File: config.mk
export PLATFORM = sky130hd
export DESIGN_NAME = wb_arbiter2
export DESIGN_NICKNAME = d
export VERILOG_FILES = /design/src/rtl/wb_arbiter2.sv
export SDC_FILE = /design/constraint.sdc
export NUM_CORES = 1
export LEC_CHECK = 0
export CAP_MARGIN = 20
export CORE_AREA = 5 5 115 117
export DETAILED_ROUTE_END_ITERATION = 16
export DIE_AREA = 0 0 120 122
export PLACE_DENSITY_LB_ADDON = 0.3
export SLEW_MARGIN = 30
export SYNTH_ARGS = -nofsm -noshare
export SYNTH_HDL_FRONTEND = slang
export SYNTH_SLANG_ARGS = --single-unit
File: constraint.sdc
create_clock -name i_wb_clk -period 3.9 [get_ports i_wb_clk]
set_clock_uncertainty 0.05 [all_clocks]
set_input_delay 0.585 -clock i_wb_clk [delete_from_list [all_inputs] [get_ports i_wb_clk]]
set_output_delay 0.585 -clock i_wb_clk [all_outputs]
set_load 0.05 [all_outputs]
File: src/rtl/wb_arbiter2.sv
// Two-master / one-slave Wishbone B4 pipelined arbiter, round-robin grant held for the whole bus cycle.
// Latency: grant 1 cycle after cyc is first seen from IDLE; all datapath and response signals are combinational pass-through.
// Backpressure: non-granted master sees stall=1; granted master sees slave stall. Optional WB_ARBITER_TIMEOUT_EN adds the ack-timeout abort.
module wb_arbiter2 #(
    parameter int unsigned TIMEOUT_CYCLES = 255
) (
    input  logic        i_wb_clk,
    input  logic        i_wb_rst_n,
    // master 0
    input  logic        i_m0_cyc,
    input  logic        i_m0_stb,
    input  logic        i_m0_we,
    input  logic [31:0] i_m0_addr,
    input  logic [31:0] i_m0_data,
    output logic [31:0] o_m0_data,
    output logic        o_m0_stall,
    output logic        o_m0_ack,
    output logic        o_m0_err,
    // master 1
    input  logic        i_m1_cyc,
    input  logic        i_m1_stb,
    input  logic        i_m1_we,
    input  logic [31:0] i_m1_addr,
    input  logic [31:0] i_m1_data,
    output logic [31:0] o_m1_data,
    output logic        o_m1_stall,
    output logic        o_m1_ack,
    output logic        o_m1_err,
    // slave
    output logic        o_s_cyc,
    output logic        o_s_stb,
    output logic        o_s_we,
    output logic [31:0] o_s_addr,
    output logic [31:0] o_s_data,
    input  logic [31:0] i_s_data,
    input  logic        i_s_stall,
    input  logic        i_s_ack
);

    // Timeout is held in a 16-bit counter; anything outside 2..65535 cannot be honoured.
    if (TIMEOUT_CYCLES < 2 || TIMEOUT_CYCLES > 65535) begin : g_bad_timeout
        $error("wb_arbiter2: TIMEOUT_CYCLES must be in 2..65535");
    end

    typedef enum logic [1:0] {
        IDLE   = 2'd0,
        GRANT0 = 2'd1,
        GRANT1 = 2'd2,
        ABORT  = 2'd3
    } state_t;

    state_t     state_q, state_d;
    logic       last_q, last_d;       // master served most recently; the other one wins a tie
    logic [4:0] out_q, out_d;         // requests accepted by the slave but not yet acked
    logic       grant0, grant1, granted;
    logic       grant_chg;
    logic       s_accept;
    logic       s_ack_seen;

    assign grant0    = (state_q == GRANT0);
    assign grant1    = (state_q == GRANT1);
    assign granted   = grant0 | grant1;
    assign grant_chg = (state_d != state_q);

`ifdef WB_ARBITER_TIMEOUT_EN
    localparam logic [15:0] TMO_LAST = 16'(TIMEOUT_CYCLES - 1);

    logic [15:0] tmo_q, tmo_d;
    logic        abort_first_q;
    logic        tmo_hit;

    // The counter would reach TIMEOUT_CYCLES on this edge: abort instead of counting on.
    assign tmo_hit = granted && (out_q != 5'd0) && !i_s_ack && (tmo_q == TMO_LAST);
`endif

    // Next grant: round-robin tie break from IDLE, direct handover when the owner releases cyc.
    always_comb begin
        state_d = state_q;
        case (state_q)
            IDLE: begin
                if (i_m0_cyc && i_m1_cyc) begin
                    state_d = last_q ? GRANT0 : GRANT1;
                end else if (i_m0_cyc) begin
                    state_d = GRANT0;
                end else if (i_m1_cyc) begin
                    state_d = GRANT1;
                end
            end
            GRANT0: begin
                if (!i_m0_cyc) begin
                    state_d = i_m1_cyc ? GRANT1 : IDLE;
                end
`ifdef WB_ARBITER_TIMEOUT_EN
                else if (tmo_hit) begin
                    state_d = ABORT;
                end
`endif
            end
            GRANT1: begin
                if (!i_m1_cyc) begin
                    state_d = i_m0_cyc ? GRANT0 : IDLE;
                end
`ifdef WB_ARBITER_TIMEOUT_EN
                else if (tmo_hit) begin
                    state_d = ABORT;
                end
`endif
            end
            ABORT: begin
`ifdef WB_ARBITER_TIMEOUT_EN
                // Stay parked until the aborted master gives up its cycle.
                if (!(last_q ? i_m1_cyc : i_m0_cyc)) begin
                    state_d = IDLE;
                end
`else
                state_d = IDLE;
`endif
            end
            default: state_d = IDLE;
        endcase
    end

    // Record which master was served, updated on entry to its grant state.
    always_comb begin
        last_d = last_q;
        if (state_d == GRANT0 && state_q != GRANT0) begin
            last_d = 1'b0;
        end else if (state_d == GRANT1 && state_q != GRANT1) begin
            last_d = 1'b1;
        end
    end

    assign s_accept   = o_s_stb & ~i_s_stall;
    assign s_ack_seen = granted & i_s_ack;

    // Outstanding-request count: saturating up, non-underflowing down, reset on every grant change.
    always_comb begin
        out_d = out_q;
        if (grant_chg) begin
            out_d = 5'd0;
        end else if (s_accept && !s_ack_seen) begin
            if (out_q != 5'd31) begin
                out_d = out_q + 5'd1;
            end
        end else if (!s_accept && s_ack_seen) begin
            if (out_q != 5'd0) begin
                out_d = out_q - 5'd1;
            end
        end
    end

    // Arbiter state registers.
    always_ff @(posedge i_wb_clk or negedge i_wb_rst_n) begin
        if (!i_wb_rst_n) begin
            state_q <= IDLE;
            last_q  <= 1'b1;
            out_q   <= 5'd0;
        end else begin
            state_q <= state_d;
            last_q  <= last_d;
            out_q   <= out_d;
        end
    end

`ifdef WB_ARBITER_TIMEOUT_EN
    // Ack-wait counter: runs only while something is outstanding and unanswered.
    always_comb begin
        tmo_d = tmo_q;
        if (grant_chg || i_s_ack) begin
            tmo_d = 16'd0;
        end else if (granted && out_q != 5'd0) begin
            tmo_d = tmo_q + 16'd1;
        end
    end

    // Timeout counter and the one-cycle marker for the first ABORT cycle.
    always_ff @(posedge i_wb_clk or negedge i_wb_rst_n) begin
        if (!i_wb_rst_n) begin
            tmo_q         <= 16'd0;
            abort_first_q <= 1'b0;
        end else begin
            tmo_q         <= tmo_d;
            abort_first_q <= (state_d == ABORT) && (state_q != ABORT);
        end
    end

    assign o_m0_err = (state_q == ABORT) && abort_first_q && !last_q;
    assign o_m1_err = (state_q == ABORT) && abort_first_q &&  last_q;
`else
    assign o_m0_err = 1'b0;
    assign o_m1_err = 1'b0;
`endif

    // Slave request path: owner's control, m0's payload whenever m1 does not own the bus.
    assign o_s_cyc  = grant0 ? i_m0_cyc : (grant1 ? i_m1_cyc : 1'b0);
    assign o_s_stb  = grant0 ? (i_m0_cyc & i_m0_stb) : (grant1 ? (i_m1_cyc & i_m1_stb) : 1'b0);
    assign o_s_we   = grant1 ? i_m1_we   : i_m0_we;
    assign o_s_addr = grant1 ? i_m1_addr : i_m0_addr;
    assign o_s_data = grant1 ? i_m1_data : i_m0_data;

    // Response path: acks only reach an owner that still holds cyc; everything else is dropped.
    assign o_m0_data  = i_s_data;
    assign o_m1_data  = i_s_data;
    assign o_m0_stall = grant0 ? i_s_stall : 1'b1;
    assign o_m1_stall = grant1 ? i_s_stall : 1'b1;
    assign o_m0_ack   = grant0 & i_m0_cyc & i_s_ack;
    assign o_m1_ack   = grant1 & i_m1_cyc & i_s_ack;

endmodule

## Word level (Yosys, flattened, before mapping)

Index checks and enable logic that the tools add are counted.

| storage, ports and cells | value |
|---|---|
| flip-flop bits (word level) | 3 |
| bits of input ports | 170 |
| logic and storage cells | 40 |

| cells by class | value |
|---|---|
| equal/unequal tests | 7 |
| muxes and demuxes | 20 |
| bitwise operators | 6 |
| reduce and logical (&&, ||, !) cells | 5 |

Operators with widths:

| kind | number |
|---|---|
| 32-bit 2-to-1 mux | 2 |
| 2-bit 2-to-1 mux | 7 |
| 1-bit 2-to-1 mux | 10 |
| 2-bit one-hot mux with 4 select lines | 1 |
| 1-bit AND | 6 |
| 2-bit == test, second input constant | 3 |
| 2-bit by 1-bit == test with 1-bit output, second input constant | 2 |
| 1-bit logical AND | 3 |
| 2-bit logical NOT | 1 |
| 2-bit by 1-bit != test with 1-bit output, second input constant | 1 |
| 2-bit != test, second input constant | 1 |
| 2-bit nonzero test | 1 |

## Depth between registers and ports, before layout

| depth | value |
|---|---|
| depth after elaboration | 8 |
| depth in mapped cells | 6 |

## Worst setup path after synthesis

No wires, ideal clock.

| path | value |
|---|---|
| path kind | input -> output |
| start | in i_m0_cyc |
| end | out o_m0_ack |
| arrival | 1.805 ns |
| slack | 1.460 ns |
| stages | 2 |
| path buffers | 0 |
| cells stage by stage | nand2_1 nor3b_1 |

| on the way | value |
|---|---|
| cells in the longest elaborated chain, start to end | 2 |

Ends and longest elaborated chain:

| what | RTL line | source |
|---|---|---|
| from (decl) | 10 | `input logic i_m0_cyc,` |
| 1-bit AND (2 in series) | 206 | `assign o_m0_ack = grant0 & i_m0_cyc & i_s_ack;` |
| to (decl) | 17 | `output logic o_m0_ack,` |

No other way between the ends.

## Final worst setup path

| path | value |
|---|---|
| start | reg state_q[1] |
| end | out o_s_data[26] |

| on the way | value |
|---|---|
| cells in the longest elaborated chain, start to end | 2 |

Ends and longest elaborated chain:

| what | RTL line | source |
|---|---|---|
| from (decl) | 52 | `state_t state_q, state_d;` |
| from (signal assigned) | 159 | `state_q <= state_d;` |
| 2-bit == test | 61 | `assign grant1 = (state_q == GRANT1);` |
| 32-bit 2-to-1 mux | 199 | `assign o_s_data = grant1 ? i_m1_data : i_m0_data;` |
| to (decl) | 34 | `output logic [31:0] o_s_data,` |

No other way between the ends.

==> run metrics <==
outcome finished clean; final net count 479; CTS max path bufs 2; warnings from Yosys 0; DRT iter0 DRCs 6; Post-synth EDFFs 0; Critical Path RT 3260 ps; antenna violations before repair 0; gr ovfl total 0; worst slack, placed 894 ps; Final Setup Violations 0; Slew @ Worst Pin 531 ps; die width 120 um; # port buffers 208; register area 76.3 sq um; CTS Root Cell clkbuf_16; Setup Fix Bufs, Post-CTS 0; Skew-Pair Late Insertion Delay 220 ps; vias in the first global route 1843; Non-Filler Instances 458; starting density of the core 13.7%; MaxCap Viol Count 0; total power 1.08 mW; #FFs+latches synth 3; Critical Path Source Type register; setup tns final 0 ps; via/cell ratio 3.73; final wirelength 6.16 mm; # rows 41; gr usage total 7.40%; worst hold slack 470 ps; Pleak 1.31 nW; syn_area_per_cell 9.99 sq um; die area 0.0146 sq mm; Max Slew Vio Count 0; CTS Buf Count 3; drt drc 0; Max H-tree Level 1; RSZ-0062 raised after global routing false; Placer Congestion 0.736; PwrDens 313 mW/mm^2; Worst-path clk slew 30 ps; fraction of layout cells with a size suffix above 1 24.0%; post-synth top area share 31.3%; Critical Path End Type primary output; I/O pins 307; largest net degree at the start of global routing 41; Yosys top cell by area buf_4; Clock Sinks 3; Layout area overhead 105%; Antenna diodes 0; multi-input combinational cell area 977 sq um; Max IR drop VDD 0.000137 V; distinct cell type count after synthesis 23; Gates resized, CTS repair 0; min Tclk post-route 3110 ps; chip height 122 um; critical-path maximum fanout 22; final period utilization 79.7%; via count 1707; Synth area leaders buf_4 (31%), mux2_4 (25%), mux2_2 (25%), buf_12 (4.8%), dfrtp_1 (3.0%); setup ws final 792 ps; Worst Path Arrival 2470 ps; final hold viol count 0; DR pass1 iterations 2; Crit Path Class reg2out; Slew HR 64.5%; Placed Instances 454; top-count cell post-synth buf_4; Detailed Place HPWL 5.49 mm; Core Area 0.0123 sq mm; TritonCTS clock tree yes; Seq/Total Area, Yosys 4.55%; first-pass GRT wire length 8.78 mm; cells after synthesis 168; synthesized area 0.00168 sq mm; worst min-delay path category reg2reg; top post-synthesis cells by count buf_4 (70), mux2_2 (37), mux2_4 (28); routed len/inst 13.4 um; async set-reset flop share out of synthesis 100%; Fmax 322 MHz; # hold bufs at CTS 0; Filler cells 1296; Post-synth top flop dfrtp_1; antenna viol nets, final 0
[registers in the layout, indices dropped and copies added (netlist names)]
name	count
state_q	2
last_q	1
[final cells by class]
| type | count | area share, % |
|---|---|---|
| Sequential cell | 3 | 2.22 |
| Inverter | 2 | 0.364 |
| Tap cell | 150 | 5.46 |
| Clock buffer | 4 | 2.29 |
| Timing Repair Buffer | 210 | 61.3 |
| Multi-Input combinational cell | 89 | 28.4 |
[path summary, 6_finish.rpt]
kind	startpoint	to	slack, ps	cells past startpoint
setup / recovery	state_q[1]$_DFF_PN0_	o_s_data[26]	790	5
hold / removal	last_q$_DFFE_PN1P_	last_q$_DFFE_PN1P_	470	2
setup reg to reg	state_q[0]$_DFF_PN0_	last_q$_DFFE_PN1P_	2730	3
hold reg to reg	last_q$_DFFE_PN1P_	last_q$_DFFE_PN1P_	470	2
max in group asynchronous	i_wb_rst_n	last_q$_DFFE_PN1P_	3090	1
min in group asynchronous	i_wb_rst_n	state_q[1]$_DFF_PN0_	490	1
[report_power, final]
group | total [mW] | leakage [nW] | internal [mW] | switching [mW]
logic | 0.862 | 1.24 | 0.398 | 0.463
registers | 0.0514 | 0.0356 | 0.0386 | 0.0128
clock network | 0.163 | 0.0382 | 0.135 | 0.0285
total | 1.08 | 1.31 | 0.572 | 0.505
[worst max-delay path: stages (launching register included)]
cell,delay [ps]
dfrtp_1,530
inv_6,70
nor2_8,190
buf_4,390
mux2_4,340
clkdlybuf4s50_1,710
[stage by stage]
step	utilization [%]	cell area (sq um)
finish	28.1	3440
detailed placement	27.4	3360
global placement	27.4	3360
global route	28.1	3440
CTS	28.1	3440
floorplan	-	1680
[per-layer routing]
metal  GRT usage (%)  part of all wire (%)
met1            7.24                    34
met2            13.6                    49
met3            3.90                    15
met4            2.08                   1.1
met5               0                     0
[cells by family after synthesis]
family                 Yosys count  share of synthesized area [%]
multiplexers                    65                           49.9
AND/OR/NAND/NOR                 16                           5.89
flip-flops                       3                           4.55
buffers and inverters           77                           37.5
other                            1                          0.223
AO/OA/AOI/OAI                    6                           2.01
[cell usage in the layout (no fill, tap or decap), types with 3 or more instances in the layout]
cell type          n
clkdlybuf4s50_1  207
clkbuf_16          3
mux2_2            37
mux2_4            28
nand3_1            3
nand2_1            4
Power figures use the tool's default switching activity.
